--- config.mk ---
export PLATFORM = sky130hd
export DESIGN_NAME = sseg_dev
export DESIGN_NICKNAME = d
export VERILOG_FILES = /design/src/rtl/sseg_dev.sv
export SDC_FILE = /design/constraint.sdc
export NUM_CORES = 1
export LEC_CHECK = 0
export CAP_MARGIN = 5
export CORE_ASPECT_RATIO = 0.7
export CORE_MARGIN = 2
export CORE_UTILIZATION = 55
export CTS_BUF_LIST = sky130_fd_sc_hd__clkbuf_8 sky130_fd_sc_hd__clkbuf_16
export CTS_CLUSTER_DIAMETER = 100
export CTS_CLUSTER_SIZE = 14
export DETAILED_ROUTE_END_ITERATION = 8
export GPL_TIMING_DRIVEN = 0
export PLACE_DENSITY = 0.78
export SLEW_MARGIN = 15
export SYNTH_ARGS = -nofsm -noshare
export SYNTH_HDL_FRONTEND = slang
export SYNTH_SLANG_ARGS = --single-unit
--- constraint.sdc ---
create_clock -name clk -period 2.2 [get_ports clk]
set_input_delay 0.22 -clock clk [delete_from_list [all_inputs] [get_ports clk]]
set_output_delay 0.22 -clock clk [all_outputs]
set_load 0.02 [all_outputs]
--- src/rtl/sseg_dev.sv ---
// Serial driver for the eight-digit seven-segment display. It builds a 64-bit
// active-low segment frame and shifts it MSB-first to an external register chain.
module sseg_dev (
    input  logic        clk,
    input  logic        rst,
    input  logic        Start,
    input  logic        flash,
    input  logic [31:0] Hexs,
    input  logic [7:0]  point,
    input  logic [7:0]  LES,
    output logic        seg_clk,
    output logic        seg_clrn,
    output logic        seg_sout,
    output logic        SEG_PEN
);
    typedef enum logic {
        IDLE  = 1'b0,
        SHIFT = 1'b1
    } state_t;

    state_t      r_state;
    state_t      w_state_nxt;
    logic        r_start_q;
    logic [63:0] r_frame;
    logic [5:0]  r_bit_cnt;
    logic        r_phase;
    logic        r_seg_clk;
    logic        r_seg_pen;
    logic        w_start_edge;
    logic        w_load;
    logic        w_finish;
    logic        w_last_bit;
    logic [63:0] w_frame;

    function automatic logic [6:0] hex_to_seg(input logic [3:0] hex);
        logic [6:0] seg;
        case (hex)
            4'h0:    seg = 7'h3F;
            4'h1:    seg = 7'h06;
            4'h2:    seg = 7'h5B;
            4'h3:    seg = 7'h4F;
            4'h4:    seg = 7'h66;
            4'h5:    seg = 7'h6D;
            4'h6:    seg = 7'h7D;
            4'h7:    seg = 7'h07;
            4'h8:    seg = 7'h7F;
            4'h9:    seg = 7'h6F;
            4'hA:    seg = 7'h77;
            4'hB:    seg = 7'h7C;
            4'hC:    seg = 7'h39;
            4'hD:    seg = 7'h5E;
            4'hE:    seg = 7'h79;
            default: seg = 7'h71;
        endcase
        return seg;
    endfunction

    // Blanked digits turn everything off, decimal point included.
    function automatic logic [7:0] digit_byte(input logic [3:0] hex, input logic dp,
                                              input logic blank);
        logic [7:0] byte_v;
        if (blank)
            byte_v = 8'hFF;
        else
            byte_v = ~{dp, hex_to_seg(hex)};
        return byte_v;
    endfunction

    always_comb begin
        w_frame = '1;
        for (int i = 0; i < 8; i++)
            w_frame[8*i +: 8] = digit_byte(Hexs[4*i +: 4], point[i], LES[i] & ~flash);
    end

    assign w_start_edge = Start & ~r_start_q;
    assign w_last_bit   = (r_bit_cnt == 6'd63);

    always_comb begin
        w_state_nxt = r_state;
        w_load      = 1'b0;
        w_finish    = 1'b0;
        case (r_state)
            IDLE: begin
                if (w_start_edge) begin
                    w_state_nxt = SHIFT;
                    w_load      = 1'b1;
                end
            end
            SHIFT: begin
                if (r_phase && w_last_bit) begin
                    w_state_nxt = IDLE;
                    w_finish    = 1'b1;
                end
            end
            default: w_state_nxt = IDLE;
        endcase
    end

    always_ff @(posedge clk or negedge rst) begin
        if (!rst)
            r_state <= IDLE;
        else
            r_state <= w_state_nxt;
    end

    // The frame shifts left with ones filling in, so its MSB is the serial
    // output and drains to 1 by itself once the last bit has gone out.
    always_ff @(posedge clk or negedge rst) begin
        if (!rst) begin
            r_start_q <= 1'b0;
            r_frame   <= '1;
            r_bit_cnt <= '0;
            r_phase   <= 1'b0;
            r_seg_clk <= 1'b0;
            r_seg_pen <= 1'b0;
        end else begin
            r_start_q <= Start;
            if (w_load) begin
                r_frame   <= w_frame;
                r_bit_cnt <= '0;
                r_phase   <= 1'b0;
                r_seg_clk <= 1'b0;
                r_seg_pen <= 1'b0;
            end else if (r_state == SHIFT) begin
                if (!r_phase) begin
                    r_seg_clk <= 1'b1;
                    r_phase   <= 1'b1;
                end else begin
                    r_seg_clk <= 1'b0;
                    r_phase   <= 1'b0;
                    r_frame   <= {r_frame[62:0], 1'b1};
                    r_bit_cnt <= r_bit_cnt + 6'd1;
                    if (w_finish)
                        r_seg_pen <= 1'b1;
                end
            end
        end
    end

    assign seg_clk  = r_seg_clk;
    assign seg_sout = r_frame[63];
    assign SEG_PEN  = r_seg_pen;
    assign seg_clrn = rst;

endmodule

[Word-level counts from Yosys, hierarchy flattened]
Memories as Yosys holds them, arrays and structs flattened.
Cells that the tools add are included.
W data, S select, Z words.
Operators by class
  add/subtract/negate cells: 1
  eq/ne operators: 1
  mux-type cells: 35
  bitwise operators: 20
  reductions and logical operators: 6
Operators by type and width (count)
  $mux W64: 3
  $mux W8: 8
  $not A8 Y8: 8
  $mux W7: 8
  $mux W6: 3
  $mux W1: 12
  $and A1 B1 Y1: 9
  $add A6 B1 Y6 const B: 1
  $eq A6 B6 Y1 const B: 1
  $reduce_bool A2 Y1: 3
  $not A1 Y1: 3
  $reduce_and A3 Y1: 1
  $pmux W1 S2: 1
  $reduce_and A2 Y1: 1
  $logic_and A1 B1 Y1: 1
Storage, ports and cells
  register bits: 74
  memory bits (read-only): 896
  input port bits: 52
  word-level logic and storage cells: 77
  memories kept: 8
Memories
  (name not given): depth 16, bits a word 7, read ports 1, clocked after Yosys merged registers in 0, write ports 0, RTL line 37  | case (hex)
  (name not given): depth 16, bits a word 7, read ports 1, clocked after Yosys merged registers in 0, write ports 0, RTL line 37
  (name not given): depth 16, bits a word 7, read ports 1, clocked after Yosys merged registers in 0, write ports 0, RTL line 37
  (name not given): depth 16, bits a word 7, read ports 1, clocked after Yosys merged registers in 0, write ports 0, RTL line 37
  (name not given): depth 16, bits a word 7, read ports 1, clocked after Yosys merged registers in 0, write ports 0, RTL line 37
  (name not given): depth 16, bits a word 7, read ports 1, clocked after Yosys merged registers in 0, write ports 0, RTL line 37
  +2 memories

[Longest topological paths before layout]
  depth in word-level cells: 8
  gate-level depth with buffers: 7
  depth with buffers taken out: 6

[Worst setup path before layout]
OpenSTA, ideal clock, no wires.
  path type: reg-to-reg
  start point: register seg_clk (netlist name)
  end point: register r_bit_cnt[5]
  data arrival time: 1.459 ns
  path slack: 0.610 ns
  cell stages (with the launch flop): 8
  path buffers: 3
  cells stage by stage: dfrtp_1 > buf_2 > and2_1 > buf_2 > buf_2 > nand4_1 > xor2_1 > nor2_1
RTL lines
  to (signal assigned): RTL line 132  | r_bit_cnt <= r_bit_cnt + 6'd1;
  to (decl): RTL line 25  | logic [5:0] r_bit_cnt;

[Final worst setup path]
  start point: input port rst
  end point: output port seg_clrn
RTL lines
  from (decl): RTL line 5  | input logic rst,
  to (decl): RTL line 12  | output logic seg_clrn,
No word-level cell between the ends.

==> results.toml <==
[sta]
rsz0062_at_grt = "no"
maxSlewViolCount = 0
setup_viol = 0
final_hold_viol_count = 0
tightest_slew_ps = 757.7
clock-skew-final_ps = 6.263
fin_crit_ps = 2059
clock.fmax_mhz = 485.6
timing.final.crit_share = 0.9360
max-slew-margin-rel = 0.4915

[floorplanning]
dieHeight_um = 86.14
core_region_area_um2 = 9216
top_level_ports = 56
std_cell_rows = 29
horizontal_extent_of_the_die_um = 121.3
die_area_um2 = 10450
floorplan.initialDensity = 0.5752

[critical_path]
worst_path_max_delay_cell = "clkdlybuf4s50_1"
regToRegStartpoint = "r_state"
cp-startpoint = "rst"
cp_max_fo = 25
timing.critical_path.from_type = "primary input"
sort_of_element_at_the_end_of_the_critical_path = "output pin"
critical-path-top-delay-family = "buffers and inverters"
max_stage_delay_ps = 590
critical-path-top-cell-by-count = "buf_4"
crit_path_cell_trace = "dlygate4sd3_1 > buf_4 > buf_4 > clkdlybuf4s50_1"
crit_type = "in -> out"
worst_ep_required_ps = 1980
timing.critical_path.buf_inv = 4
cp_data_arrival_time_ps = 1840

[routing]
wl_met2_um = 6537
wl_per_cell_um = 17.99
drt.antenna.violating_nets = 0
dr_total_vias = 5028
detail_route.wirelength.met1_um = 6766
drc_errors = 0
route.final.wire_length_um = 14470
topRoutingLayerUsed = "met4"
detailedRoute.firstIterationViolations = 533
route.detailed.vias_per_inst = 6.254
drt-pass1-iter-count = 5
met3WireLength_um = 1032

[power_and_ir_drop]
share_comb_of_total_power = 0.364
netSwitchingFraction = 0.3576
vdd.ir_drop.worst_mv = 0.7531
netSwitchingPower_w = 0.002302
power_leakage_nw = 2.667
pwr_density_cell_nw_per_um2 = 1020
seq_power_share = 0.407
intPower_w = 0.004135
share_of_power_burned_in_the_clock_network = 0.229

[logic_synthesis]
synth_most_common_cell = "nand2_1"
post_synth_edffs = 0
yosysWarnings = 0
sequential_share_of_the_synthesized_area = 0.3644
syn_nets = 711
synthesized_flop_and_latch_total = 74
mappedNetlistArea_um2 = 5301
synth.top_cells.by_count = "nand2_1 (99), dfstp_2 (64), ha_1 (49)"
avgSynthCellArea_um2 = 8.691
number_of_instances_in_the_synthesized_netlist = 610
synth_area_leaders = "dfstp_2 (32%), ha_1 (12%), nand2_1 (7.0%), dfrtp_1 (4.7%), a31oi_1 (4.4%)"
async_sr_flop_fraction = 1.000
dominantRegCellSynth = "dfstp_2"
netlist.area_leader.share = 0.3172
yosys.cell_types.count = 47
yosysTopAreaCell = "dfstp_2"

[global_routing]
grt_antenna_before_repair = 0
overflow = 0
maximum_number_of_pins_on_one_net_before_global_route_repair = 52
grt_pass1_wl_um = 23480
vias_in_the_first_global_route = 4686
overall_track_demand_over_capacity_in_global_routing = 0.2850

[place]
dp.final_hpwl_um = 10260
gp_routability_congestion = 0.9359
portBuffers = 52
detailed_place.area_um2 = 6002
place_inst = 787

[clocking]
clk_pin_slew_worst_paths_ps = 60
clock-root-buffer = "clkbuf_16"
tritoncts = "yes"
clockBufferDepth = 2
clock_buffers_created_by_tritoncts = 9
numClockSinks = 74
cts_htree_levels = 3
clkLatencyLatePin_ps = 340
cts_repair_resize_count = 0

[min_path]
hold_path_class = "in -> async"

[final_layout]
layout.nets = 776
postLayoutCellArea_um2 = 6310
drive_gt1_frac = 0.1662
insertedDiodeCount = 0
fillerInstances = 741
synthToLayoutAreaGrowth_pct = 19.02
number_of_standard_cells_in_the_final_layout_excluding_fillers = 804

[run]
maxCapViolCount = 0

[run_status]
run_status = "finished, final reports clean"
power groups by stage:
stage / clock, W / combinational [W] / sequential (W)
finish: 0.00147 / 0.00234 / 0.00262
global route: 0.00155 / 0.00261 / 0.00268
CTS: 0.00149 / 0.00231 / 0.00260
detailed placement: 0 / 0.00228 / 0.00261
global placement: 0 / 0.00222 / 0.00259
floorplan: 0 / 0.00159 / 0.00254
sequential cells by signal, indices dropped and copies added (netlist names):
signal	cells
SEG_PEN	1
r_bit_cnt	6
r_frame	64
r_start_q	1
r_state	1
seg_clk	1
logic make-up after synthesis:
family / after synthesis / synth area share
and+or+nand+nor: 202 / 0.1699
AOI/OAI and AO/OA: 183 / 0.2266
DFF: 74 / 0.3644
buffers and inverters: 73 / 0.05712
adders and majority gates: 49 / 0.1156
muxes: 27 / 0.06302
xor gates and xnor gates: 2 / 0.003305
cells in the final DEF, fill, tap and decap left out, types with 9 or more instances in the layout:
cell             instances
nand2_1                 99
dfstp_2                 64
clkdlybuf4s50_1         51
ha_1                    49
nor2_1                  39
a21oi_1                 38
a31oi_1                 37
inv_1                   34
o21ai_0                 33
clkbuf_1                22
nor2b_1                 18
nor3_1                  15
a2111oi_0               15
buf_2                   14
a211oi_1                12
mux2i_1                 12
mux2_2                  11
dfrtp_1                 10
and3_1                  10
clkbuf_16                9
metal layers:
| layer | GRT usage | up-vias |
|---|---|---|
| li1 | - | 2329 |
| met5 | 0 | - |
| met3 | 0.05984 | 17 |
| met4 | 0.05643 | 0 |
| met1 | 0.4193 | 2485 |
| met2 | 0.4377 | 197 |
area by class of cell:
| class | count | area [um2] | area share |
|---|---|---|---|
| plain buffers | 41 | 182.7 | 0.02895 |
| flip-flops and latches | 74 | 1932 | 0.3062 |
| repair buffers | 54 | 555.5 | 0.08804 |
| multi-input cells | 463 | 3067 | 0.4860 |
| inverters | 32 | 120.1 | 0.01904 |
| well taps | 124 | 155.1 | 0.02459 |
| clock inverters | 6 | 58.81 | 0.009320 |
| clock buffers | 10 | 239.0 | 0.03787 |
path summary, 6_finish.rpt:
kind / end / slack (ps) / cells past startpoint
min: r_bit_cnt[1] / 330 / 2
min reg2reg: r_frame[54] / 480 / 2
min in group clk: r_frame[24] / 400 / 3
max reg2reg: r_frame[30] / 170 / 5
max: seg_clrn / 140 / 4
max in group asynchronous: r_frame[28] / 1240 / 3
metrics by stage:
step	hold WS [ps]	setup WS (ps)	setup TNS, ps	util	total power (W)
after CTS	342.4	113.8	0	0.6846	0.006395
final	334.4	140.8	0	0.6846	0.006436
after global placement	467.9	-2010	-61780	0.6485	0.004806
after floorplan	-75.59	610.2	0	-	0.004129
after detailed placement	156.9	-23.56	-26.17	0.6512	0.004895
after global routing	369.3	31.05	0	0.6846	0.006833
worst reg2reg max path, delay by kind of cell, from the launching register on:
family,cells,cell delay (ps)
buffers and inverters,2,410
flip-flops,1,470
AO/OA/AOI/OAI,2,670
AND/OR/NAND/NOR,1,380
repair_timing:
| action | CTS | global route |
|---|---|---|
| hold endpoints to repair | 4 | 0 |
| buffers inserted | 0 | 0 |
| hold buffers | 1 | 0 |
(Power assumes the default switching activity.)
